`src/rtl/airi5c_rshift_sequencer.sv`:
```
// Iterative right shifter with sticky tracking: one power-of-two stage per clock,
// largest stage first, every discarded bit ORed into the sticky flag.
module airi5c_rshift_sequencer #(
  parameter int n  = 32,
  parameter int aw = 6
) (
  input  logic          clk,
  input  logic          reset,
  input  logic          kill,
  input  logic          in_valid,
  output logic          in_ready,
  input  logic [n-1:0]  in_data,
  input  logic [aw-1:0] in_amt,
  input  logic          in_sgn,
  input  logic          in_sticky,
  output logic          out_valid,
  input  logic          out_ready,
  output logic [n-1:0]  out_data,
  output logic          out_sticky,
  output logic          busy
);

  localparam int k  = $clog2(n);
  localparam int cw = $clog2(k);
  localparam logic [cw-1:0] last_stage = cw'(k - 1);
  localparam logic [aw-1:0] sat_amt    = aw'(n);

  typedef enum logic [1:0] {IDLE, SHIFT, DONE} state_t;

  state_t        state_q, state_d;
  logic [n-1:0]  data_q;
  logic [k-1:0]  amt_q;
  logic          sgn_q;
  logic          sticky_q;
  logic [cw-1:0] cnt_q;

  logic          amt_zero, amt_sat, stage_en;
  logic [n-1:0]  stage_data;
  logic          stage_sticky;

  assign amt_zero = (in_amt == '0);
  assign amt_sat  = (in_amt >= sat_amt);
  assign stage_en = amt_q[cnt_q];

  // Each stage is a fixed shift; the counter only selects which one applies.
  always_comb begin
    stage_data   = data_q;
    stage_sticky = sticky_q;
    for (int unsigned s = 0; s < k; s++) begin
      if (stage_en && (cnt_q == cw'(s))) begin
        stage_data   = n'({{n{sgn_q}}, data_q} >> (2 ** s));
        stage_sticky = sticky_q | (|(data_q & ~({n{1'b1}} << (2 ** s))));
      end
    end
  end

  always_comb begin
    state_d = state_q;
    case (state_q)
      IDLE:    if (in_valid) state_d = (amt_zero || amt_sat) ? DONE : SHIFT;
      SHIFT:   if (cnt_q == '0) state_d = DONE;
      DONE:    if (out_ready) state_d = IDLE;
      default: state_d = IDLE;
    endcase
  end

  // Reset and kill have identical effects, so one branch serves both.
  always_ff @(posedge clk) begin
    if (reset || kill) begin
      state_q  <= IDLE;
      data_q   <= '0;
      amt_q    <= '0;
      sgn_q    <= 1'b0;
      sticky_q <= 1'b0;
      cnt_q    <= last_stage;
    end else begin
      state_q <= state_d;
      case (state_q)
        IDLE: begin
          if (in_valid) begin
            cnt_q <= last_stage;
            if (amt_zero) begin
              data_q   <= in_data;
              sticky_q <= in_sticky;
            end else if (amt_sat) begin
              data_q   <= {n{in_sgn}};
              sticky_q <= in_sticky | (|in_data);
            end else begin
              data_q   <= in_data;
              amt_q    <= in_amt[k-1:0];
              sgn_q    <= in_sgn;
              sticky_q <= in_sticky;
            end
          end
        end
        SHIFT: begin
          data_q   <= stage_data;
          sticky_q <= stage_sticky;
          if (cnt_q != '0) cnt_q <= cnt_q - cw'(1);
        end
        default: ;
      endcase
    end
  end

  assign in_ready   = (state_q == IDLE);
  assign out_valid  = (state_q == DONE);
  assign busy       = (state_q != IDLE);
  assign out_data   = data_q;
  assign out_sticky = sticky_q;

endmodule

```
`config.mk`:
```
export PLATFORM = sky130hd
export DESIGN_NAME = airi5c_rshift_sequencer
export DESIGN_NICKNAME = d
export VERILOG_FILES = /design/src/rtl/airi5c_rshift_sequencer.sv
export SDC_FILE = /design/constraint.sdc
export NUM_CORES = 1
export LEC_CHECK = 0
export CAP_MARGIN = 10
export CORE_MARGIN = 10
export CORE_UTILIZATION = 40
export DETAILED_ROUTE_END_ITERATION = 10
export PLACE_DENSITY = 0.67
export SLEW_MARGIN = 20
export SYNTH_ARGS = -nofsm -noshare
export SYNTH_HDL_FRONTEND = slang
export SYNTH_SLANG_ARGS = --single-unit
```
`constraint.sdc`:
```
create_clock -name clk -period 3.9 [get_ports clk]
set_clock_uncertainty 0.05 [all_clocks]
set_input_delay 0.39 -clock clk [delete_from_list [all_inputs] [get_ports clk]]
set_output_delay 0.39 -clock clk [all_outputs]
set_load 0.005 [all_outputs]
```
Yosys cells after proc, flatten, opt, wreduce, memory -nomap -nowiden

Cells that the tools add are included.

Bits in latches: 0
Memory bits (read-only): 0
Register bits after elaboration: 44
Logic and storage cells: 78
Input port bits: 45
Memories kept: 0
Output and inout port bits: 36
Memory bits (writable): 0

Divide/modulo/power cells: 0
Shift operators: 0
Eq/ne operators: 11
Multiply operators: 0
Bitwise logic cells: 8
$lt $le $gt $ge: 2
$add $sub $neg: 1
Multiplexer cells: 28
Reduce and logical (&&, ||, !) cells: 22

Operators with widths:

| kind                                                        | count |
|---|---|
| 2-to-1 mux 32 bit                                           | 8 |
| case mux 32 bit (2 select lines)                            | 1 |
| OR reduction 32 bit                                         | 1 |
| OR reduction 16 bit                                         | 1 |
| 2-to-1 mux 1 bit                                            | 9 |
| AND reduction 3 bit                                         | 3 |
| 2-to-1 mux 2 bit                                            | 4 |
| OR reduction 8 bit                                          | 1 |
| == test 3 x 2 -> 1 bit (second input constant)              | 2 |
| >= comparator 6 bit (second input constant)                 | 1 |
| logical NOT 6 bit                                           | 1 |
| 2-to-1 mux 3 bit                                            | 2 |
| inequality test 2 bit (second input constant)               | 3 |
| inequality test 6 bit (second input constant)               | 1 |
| bitwise OR 1 bit                                            | 6 |
| case mux 2 bit (3 select lines)                             | 1 |
| case mux 3 bit (2 select lines)                             | 1 |
| logical AND 1 bit                                           | 5 |
| less-than comparator 3 x 4 -> 1 bit (second input constant) | 1 |
| AND reduction 4 bit                                         | 1 |
| nonzero test 2 bit                                          | 2 |
| OR reduction 4 bit                                          | 1 |
| binary-select mux 1 bit (select 3 bit)                      | 1 |
| == test 3 x 1 -> 1 bit (second input constant)              | 1 |
| other kinds (12)                                            | 14 |

Longest topological paths before layout

Gate-level depths: netlist of the first run.

Word-level depth: 9
Depth in mapped cells: 10
Depth with buffers taken out: 8

Worst setup path before layout of the first run

OpenSTA, ideal clock, no wires.

Path type: flip-flop to flip-flop
Start: reg cnt_q[1]
End: reg data_q[11], in the netlist out_data[11]
Setup slack: 1.724 ns
Library setup time: 0.117 ns
Arrival: 2.008 ns
Buffers on the path: 2
Required time: 3.733 ns
Period minus slack after synthesis: 2.176 ns
Cell stages (with the launch flop): 11
Cells stage by stage: dfxtp_1 inv_1 ha_1 nor3b_1 a32o_1 buf_6 and2_4 buf_6 a22oi_1 nand2_1 a32o_1

Longest elaborated chain between the ends: 8
Elaborated cells on any way between the ends: 19
Classes of those cells: eq/ne (5); mux (7); reduce/logical (7)

RTL lines:

| item                                   | line | RTL |
|---|---|---|
| from (decl)                            | 35   | `logic [cw-1:0] cnt_q;` |
| from (signal assigned)                 | 75   | `cnt_q <= last_stage;` |
| from (signal assigned)                 | 81   | `cnt_q <= last_stage;` |
| from (signal assigned)                 | 99   | `if (cnt_q != '0) cnt_q <= cnt_q - cw'(1);` |
| binary-select mux 1 bit (select 3 bit) | 43   | `assign stage_en = amt_q[cnt_q];` |
| 2-to-1 mux 1 bit (not written as such) | 43   |  |
| logical AND 1 bit                      | 50   | `if (stage_en && (cnt_q == cw'(s))) begin` |
| 2-to-1 mux 32 bit (4 in a row)         | 50   |  |
| case mux 32 bit (2 select lines)       | 78   | `case (state_q)` |
| to (signal assigned)                   | 83   | `data_q <= in_data;` |
| to (signal assigned)                   | 86   | `data_q <= {n{in_sgn}};` |
| to (signal assigned)                   | 89   | `data_q <= in_data;` |
| to (decl)                              | 31   | `logic [n-1:0] data_q;` |

Several ways; a longest one is shown, not always the timed one. The select of a mux whose other input is x is not followed.
A chain may end at the register's enable or synchronous reset.

Worst setup path in the final report of the first run

Start: reg cnt_q[1]
End: reg data_q[29], in the netlist out_data[29]

The elaborated chain is that of the path after synthesis.

==> results of run 1 <==
## per-layer routing
metal / wire length [microns] / vias to the layer above / GRT usage (%) / part of all wire (%)
li1: - / 1762 / - / -
met1: 5250 / 1821 / 27.8 / 41
met2: 5970 / 249 / 31.2 / 47
met3: 1250 / 33 / 4.12 / 9.8
met4: 307 / 0 / 6.97 / 2.4
met5: 0 / - / 0 / 0
## flip-flops by register name, summed over array words and instances, names as in the netlist
signal,count
out_sticky,1
state_q,2
cnt_q,3
sgn_q,1
amt_q,5
out_data,32
## critical path, delay by kind of cell, from the launching register on
family | cells | cell delay, ns
AND/OR/NAND/NOR | 3 | 1.25
flip-flops | 1 | 0.50
buffers and inverters | 2 | 0.41
AO/OA/AOI/OAI | 2 | 0.41
adder cells (fa/ha/maj) | 1 | 0.26
## where the power goes
group | internal, W | total [W] | switching, W
registers | 0.000464 | 0.000497 | 0.0000327
logic | 0.000123 | 0.000248 | 0.000124
clock network | 0.000145 | 0.000323 | 0.000178
## final timing paths
check	start	to	slack, ns	cells past startpoint
worst min-delay path	amt_q[2]	amt_q[2]	0.41	2
worst max register to register	cnt_q[1]	out_data[29]	0.94	8
worst max-delay path	cnt_q[1]	out_data[29]	0.94	8
worst min register to register	amt_q[2]	amt_q[2]	0.41	2
## through the flow
stage          instance area [sq um]  setup slack (ns)  hold slack [ns]  power, W  instances
2_1_floorplan                   3250              1.72            0.386  0.000622        427
3_3_place_gp                    4080              1.04            0.399  0.000749        581
3_5_place_dp                    4080              1.02            0.400  0.000750        581
4_1_cts                         4180             0.989            0.412   0.00106        589
5_1_grt                         4180             0.736            0.435   0.00111        589
6_report                        4180             0.941            0.412   0.00107        589
## logic make-up (layout without fill, tap and decap cells)
group | count (synthesis) | after routing
xor gates and xnor gates | 1 | 1
DFF | 44 | 44
and+or+nand+nor | 118 | 118
buffers and inverters | 56 | 116
muxes | 24 | 24
AOI/OAI and AO/OA | 179 | 179
adders and majority gates | 5 | 5
## cells in the mapped netlist, types with 5 or more instances
cell type	count
a211o_1	5
a21oi_1	33
a221oi_1	18
a22oi_1	21
a32o_1	25
buf_2	9
clkbuf_1	25
dfxtp_1	44
ha_1	5
inv_1	19
mux2i_1	20
nand2_1	47
nand3_1	5
nor2_1	30
nor3_1	9
nor4_1	13
o2111ai_1	5
o21ai_0	46
o221ai_1	5
## area by class of cell
cell class | instances | area (sq um)
Fill cell | 761 | 3630
Timing Repair Buffer | 89 | 868
Clock inverter | 1 | 7.51
Tap cell | 102 | 128
Sequential cell | 44 | 881
Inverter | 19 | 71.3
Clock buffer | 7 | 86.3
Multi-Input combinational cell | 327 | 2130
==> results by group, run 1 <==
Outcome
  • Status: completed

Setup path
  • CP max stage cell: and2_1
  • CP peak stage delay: 0.86 ns
  • Worst-path cell chain: inv_1 -> ha_1 -> nor4_1 -> nor3_1 -> a22oi_1 -> buf_4 -> and2_1 -> a22o_1
  • Nature of the critical path endpoint: register
  • Worst Path Max Fanout: 24
  • CP required: 4.10 ns
  • CP Launch Type: register
  • CP arrival: 3.16 ns
  • CP Class: reg2reg

Logic synthesis
  • Number of flops mapped to enable cells by yosys: 0
  • Ys flop type: dfxtp_1
  • Post-synthesis mux area share: 7.78%
  • Post-synthesis xor/xnor area fraction: 0.270%
  • Post-Synthesis Cell Area: 3250 sq um
  • Leading area contributor after synthesis: dfxtp_1
  • Top cell type's share of synthesized area: 27.1%
  • Net Count, Synth: 477
  • Largest family of logic cells by synthesized area: compound AO/OA/AOI/OAI gates
  • Gate Count Post-Synth: 427
  • Sequential fraction of the synthesis area: 27.1%
  • Synth area leaders: dfxtp_1 27%, a32o_1 7.7%, o21ai_0 7.1%
  • Synth Area in Simple Gates: 16.5%
  • Compound-Gate Fraction of Synth Area: 39.0%
  • Cell variety after synth: 43
  • Yosys reg bits: 44
  • Adder-cell share of the synthesized area: 1.93%
  • Mean area per synthesized cell: 7.60 sq um
  • Post-synth ARST share: 0%
  • Synth Warn #: 0

Final layout
  • ANT cells: 0
  • Layout Utilization: 53.5%
  • Most frequent cells in the layout: 80 x clkdlybuf4s50_1, 47 x nand2_1, 46 x o21ai_0
  • Share of cells above drive strength 1: 5.34%
  • Nets: 536
  • Layout area overhead: 28.6%
  • Most common cell after layout, fill and taps aside: clkdlybuf4s50_1

Timing
  • Tcrit/Tclk final: 75.9%
  • TNS Setup: 0 ns
  • Final Hold Viols: 0
  • Actual slew at the worst max-slew pin: 1.13 ns
  • Achievable Freq: 338 MHz
  • Shortest period the worst path allows: 2.96 ns
  • RSZ-0062 raised after global routing: no
  • Slew Limit Fails: 0
  • Slew margin rel.: 24.5%
  • Setup violators final: 0

Global route
  • Initial antenna violation count: 0
  • Grt total ovfl: 0
  • Number of global-route vias before repair: 3571
  • First-pass GRT wire length: 19600 microns
  • Largest net degree at the start of global routing: 37
  • GRT Total Usage: 20.4%

Placement
  • HPWL after DPL: 9330 microns
  • GP Congestion: 0.956
  • Port Buf Inserts: 80

Route
  • Post-DR wirelength/cell: 21.7 microns
  • Post-route ant nets: 0
  • Remaining DRCs: 0
  • Total number of vias: 3865
  • Wirelength, routed: 12800 microns
  • Via density: 6.56
  • DRT iter0 DRCs: 396
  • Drt first pass iters: 5

CTS
  • CTS H-tree lvls: 2
  • Clock Tree Buf Depth: 2
  • Reg clk slew, reported paths: 0.10 ns
  • CTS Sinks: 44
  • Postcts setup bufs: 0
  • CTS Root Cell: clkbuf_8
  • Clock Latency Late Sink: 0.31 ns
  • CTS tree: built
  • Cts bufs inserted: 5
  • Hold-fix buffers, CTS: 0
  • Post-CTS Resized: 0

Floorplanning
  • Die ar.: 12100 sq um
  • Starting Density: 41.6%
  • I/O pin cnt: 81
  • Row count: 32
  • Die height: 110 microns
  • Die width: 110 microns
  • Core ar.: 7810 sq um

Min path
  • Worst min path class: reg2reg

Power
  • Peak VDD IR: 0.149 mV
  • Power Density: 256 nW/um^2
  • Leak pwr: 1.44 nW

Run
  • Max-cap violations: 0
Note: power is estimated with default switching activity, not from simulation.
==> inputs of run 2 (changes only) <==
--- a/config.mk
+++ b/config.mk
@@ -9,7 +9,7 @@
 export CORE_MARGIN = 10
 export CORE_UTILIZATION = 40
 export DETAILED_ROUTE_END_ITERATION = 10
-export PLACE_DENSITY = 0.67
+export PLACE_DENSITY = 0.7
 export SLEW_MARGIN = 20
 export SYNTH_ARGS = -nofsm -noshare
 export SYNTH_HDL_FRONTEND = slang
==> constraint.sdc (replaced) <==
create_clock -name clk -period 2.4 [get_ports clk]
set_clock_uncertainty 0.05 [all_clocks]
set_input_delay 0.24 -clock clk [delete_from_list [all_inputs] [get_ports clk]]
set_output_delay 0.24 -clock clk [all_outputs]
set_load 0.005 [all_outputs]
==> results by group, run 2 (synthesis gave the netlist of run 1 again) <==
Final layout
  • Most frequent cells in the layout: 80 x clkdlybuf4s50_1, 47 x nand2_1, 46 x o21ai_0
  • Nets: 563
  • Share of cells above drive strength 1: 10.7%
  • Layout area overhead: 36.6%
  • ANT cells: 0
  • FF+latch area: 881 sq um
  • Number of flip-flops in the largest register: 32
  • Fill cells: 757
  • Multi-input gate area: 2140 sq um
  • Most common cell after layout, fill and taps aside: clkdlybuf4s50_1

Floorplanning
  • I/O pin cnt: 81
  • Core ar.: 7810 sq um
  • Starting Density: 41.6%
  • Row count: 32
  • Die ar.: 12100 sq um
  • Die height: 110 microns
  • Die width: 110 microns

Setup path
  • Worst reg-to-reg setup slack: 0.22 ns
  • Reg2reg start: cnt_q[0]
  • CP Class: reg2reg
  • CP arrival: 2.34 ns
  • R2r endpoint: out_data[10]
  • Worst Path Max Fanout: 23
  • Nature of the critical path endpoint: register
  • CP required: 2.56 ns
  • CP Launch Type: register
  • Worst Reg-to-Reg Cells: 8

Placement
  • Pre-CTS setup slack: -0.0283 ns
  • Port Buf Inserts: 80
  • GP Congestion: 0.912
  • HPWL after DPL: 9470 microns

Timing
  • Shortest period the worst path allows: 2.18 ns
  • RSZ-0062 raised after global routing: no
  • Actual slew at the worst max-slew pin: 0.597 ns
  • Achievable Freq: 458 MHz
  • PnR worst setup slack: 0.216 ns
  • Slew margin rel.: 59.8%
  • Tcrit/Tclk final: 91.0%
  • Setup violators final: 0
  • Slew Limit Fails: 0
  • Final Hold Viols: 0

Route
  • Wirelength, routed: 13000 microns
  • Via density: 6.46
  • Remaining DRCs: 0
  • Total number of vias: 3981
  • Post-DR wirelength/cell: 21.2 microns
  • DRT iter0 DRCs: 425
  • Drt first pass iters: 5
  • Post-route ant nets: 0

Power
  • Power consumption: 0.00175 W
  • Peak VDD IR: 0.259 mV
  • Power Density: 395 nW/um^2
  • Leak pwr: 1.59 nW

Global route
  • GRT Total Usage: 20.9%
  • First-pass GRT wire length: 20200 microns
  • Grt total ovfl: 0
  • Initial antenna violation count: 0
  • Largest net degree at the start of global routing: 38
  • Number of global-route vias before repair: 3706

Min path
  • Worst min path class: reg2reg
  • Worst Min Path Start: amt_q[2]
  • Hold EP: amt_q[2]
  • Hold Path Depth: 2

CTS
  • CTS Root Cell: clkbuf_8
  • Clock Latency Late Sink: 0.30 ns
  • CTS tree: built
  • Cts bufs inserted: 5
  • Reg clk slew, reported paths: 0.09 ns
  • CTS Sinks: 44
  • CTS H-tree lvls: 2
  • Clock Tree Buf Depth: 2

Run
  • Max-cap violations: 0

Outcome
  • Status: completed
-- run 2: cell count changes in the layout (fill, tap and decap cells not counted) --
| cell | delta |
|---|---|
| a32o_2 | +1 |
| a32o_1 | -1 |
| buf_12 | +4 |
| buf_4 | +23 |
| a22oi_2 | +1 |
| a22oi_1 | -1 |
-- run 2: through the flow --
stage                     instance area (sq um)  cells  util [%]  setup TNS (ns)  hold slack (ns)
after floorplan                            3250    427         -               0            0.334
after global placement                     4310    605      55.2               0            0.402
after detailed placement                   4310    605      55.2         -0.0283            0.401
after CTS                                  4410    613      56.4               0            0.414
after global routing                       4430    616      56.8               0            0.445
final                                      4430    616      56.8               0            0.415
-- run 2: power by group --
group | internal (W) | switching (W) | leakage, nW
Combinational | 0.000224 | 0.000211 | 1.19
Clock | 0.000235 | 0.000273 | 0.0445
Sequential | 0.000754 | 0.0000545 | 0.357
Total | 0.00121 | 0.000539 | 1.59
-- run 2: layout make-up --
class	count	area share (%)
Tap cell	102	2.88
Clock buffer	7	1.95
Timing Repair Buffer	116	25.3
Clock inverter	1	0.169
Sequential cell	44	19.9
Multi-Input combinational cell	327	48.3
Inverter	19	1.61
-- run 2: metal layers --
metal  global-route usage [%]  vias up  share of wire, %
li1                         -     1820                 -
met1                     26.8     1862                39
met2                     31.3      263                45
met3                     7.02       36                13
met4                     8.44        0               3.2
met5                        0        -                 0
-- run 2: worst max-delay path by stage --
stage              from      endpoint  slack, ns  cells past startpoint
2_1_floorplan  cnt_q[1]  out_data[13]       0.22                     10
3_3_place_gp   cnt_q[0]  out_data[19]       0.07                      7
3_5_place_dp   cnt_q[0]  out_data[19]      -0.03                      7
4_1_cts        cnt_q[1]  out_data[26]       0.17                     10
5_1_grt        cnt_q[1]  out_data[16]       0.01                     10
6_report       cnt_q[0]  out_data[10]       0.22                      8
-- run 2: what timing repair did --
item / 4_1_cts / 5_1_grt
endpoints found under the setup margin: 5 / 31
endpoints found under the hold margin: 0 / 0
pin swaps: 0 / 1
cloned: 0 / 0
hold buffers: 0 / 0
buffers inserted: 0 / 3
gates resized for setup: 1 / 1
-- run 2: critical path, stage by stage, from the launching register on --
cell	delay (ns)
dfxtp_1	0.44
inv_1	0.14
ha_1	0.31
inv_1	0.14
nor3_2	0.06
buf_4	0.23
a221oi_1	0.30
o211ai_1	0.15
a32o_1	0.26
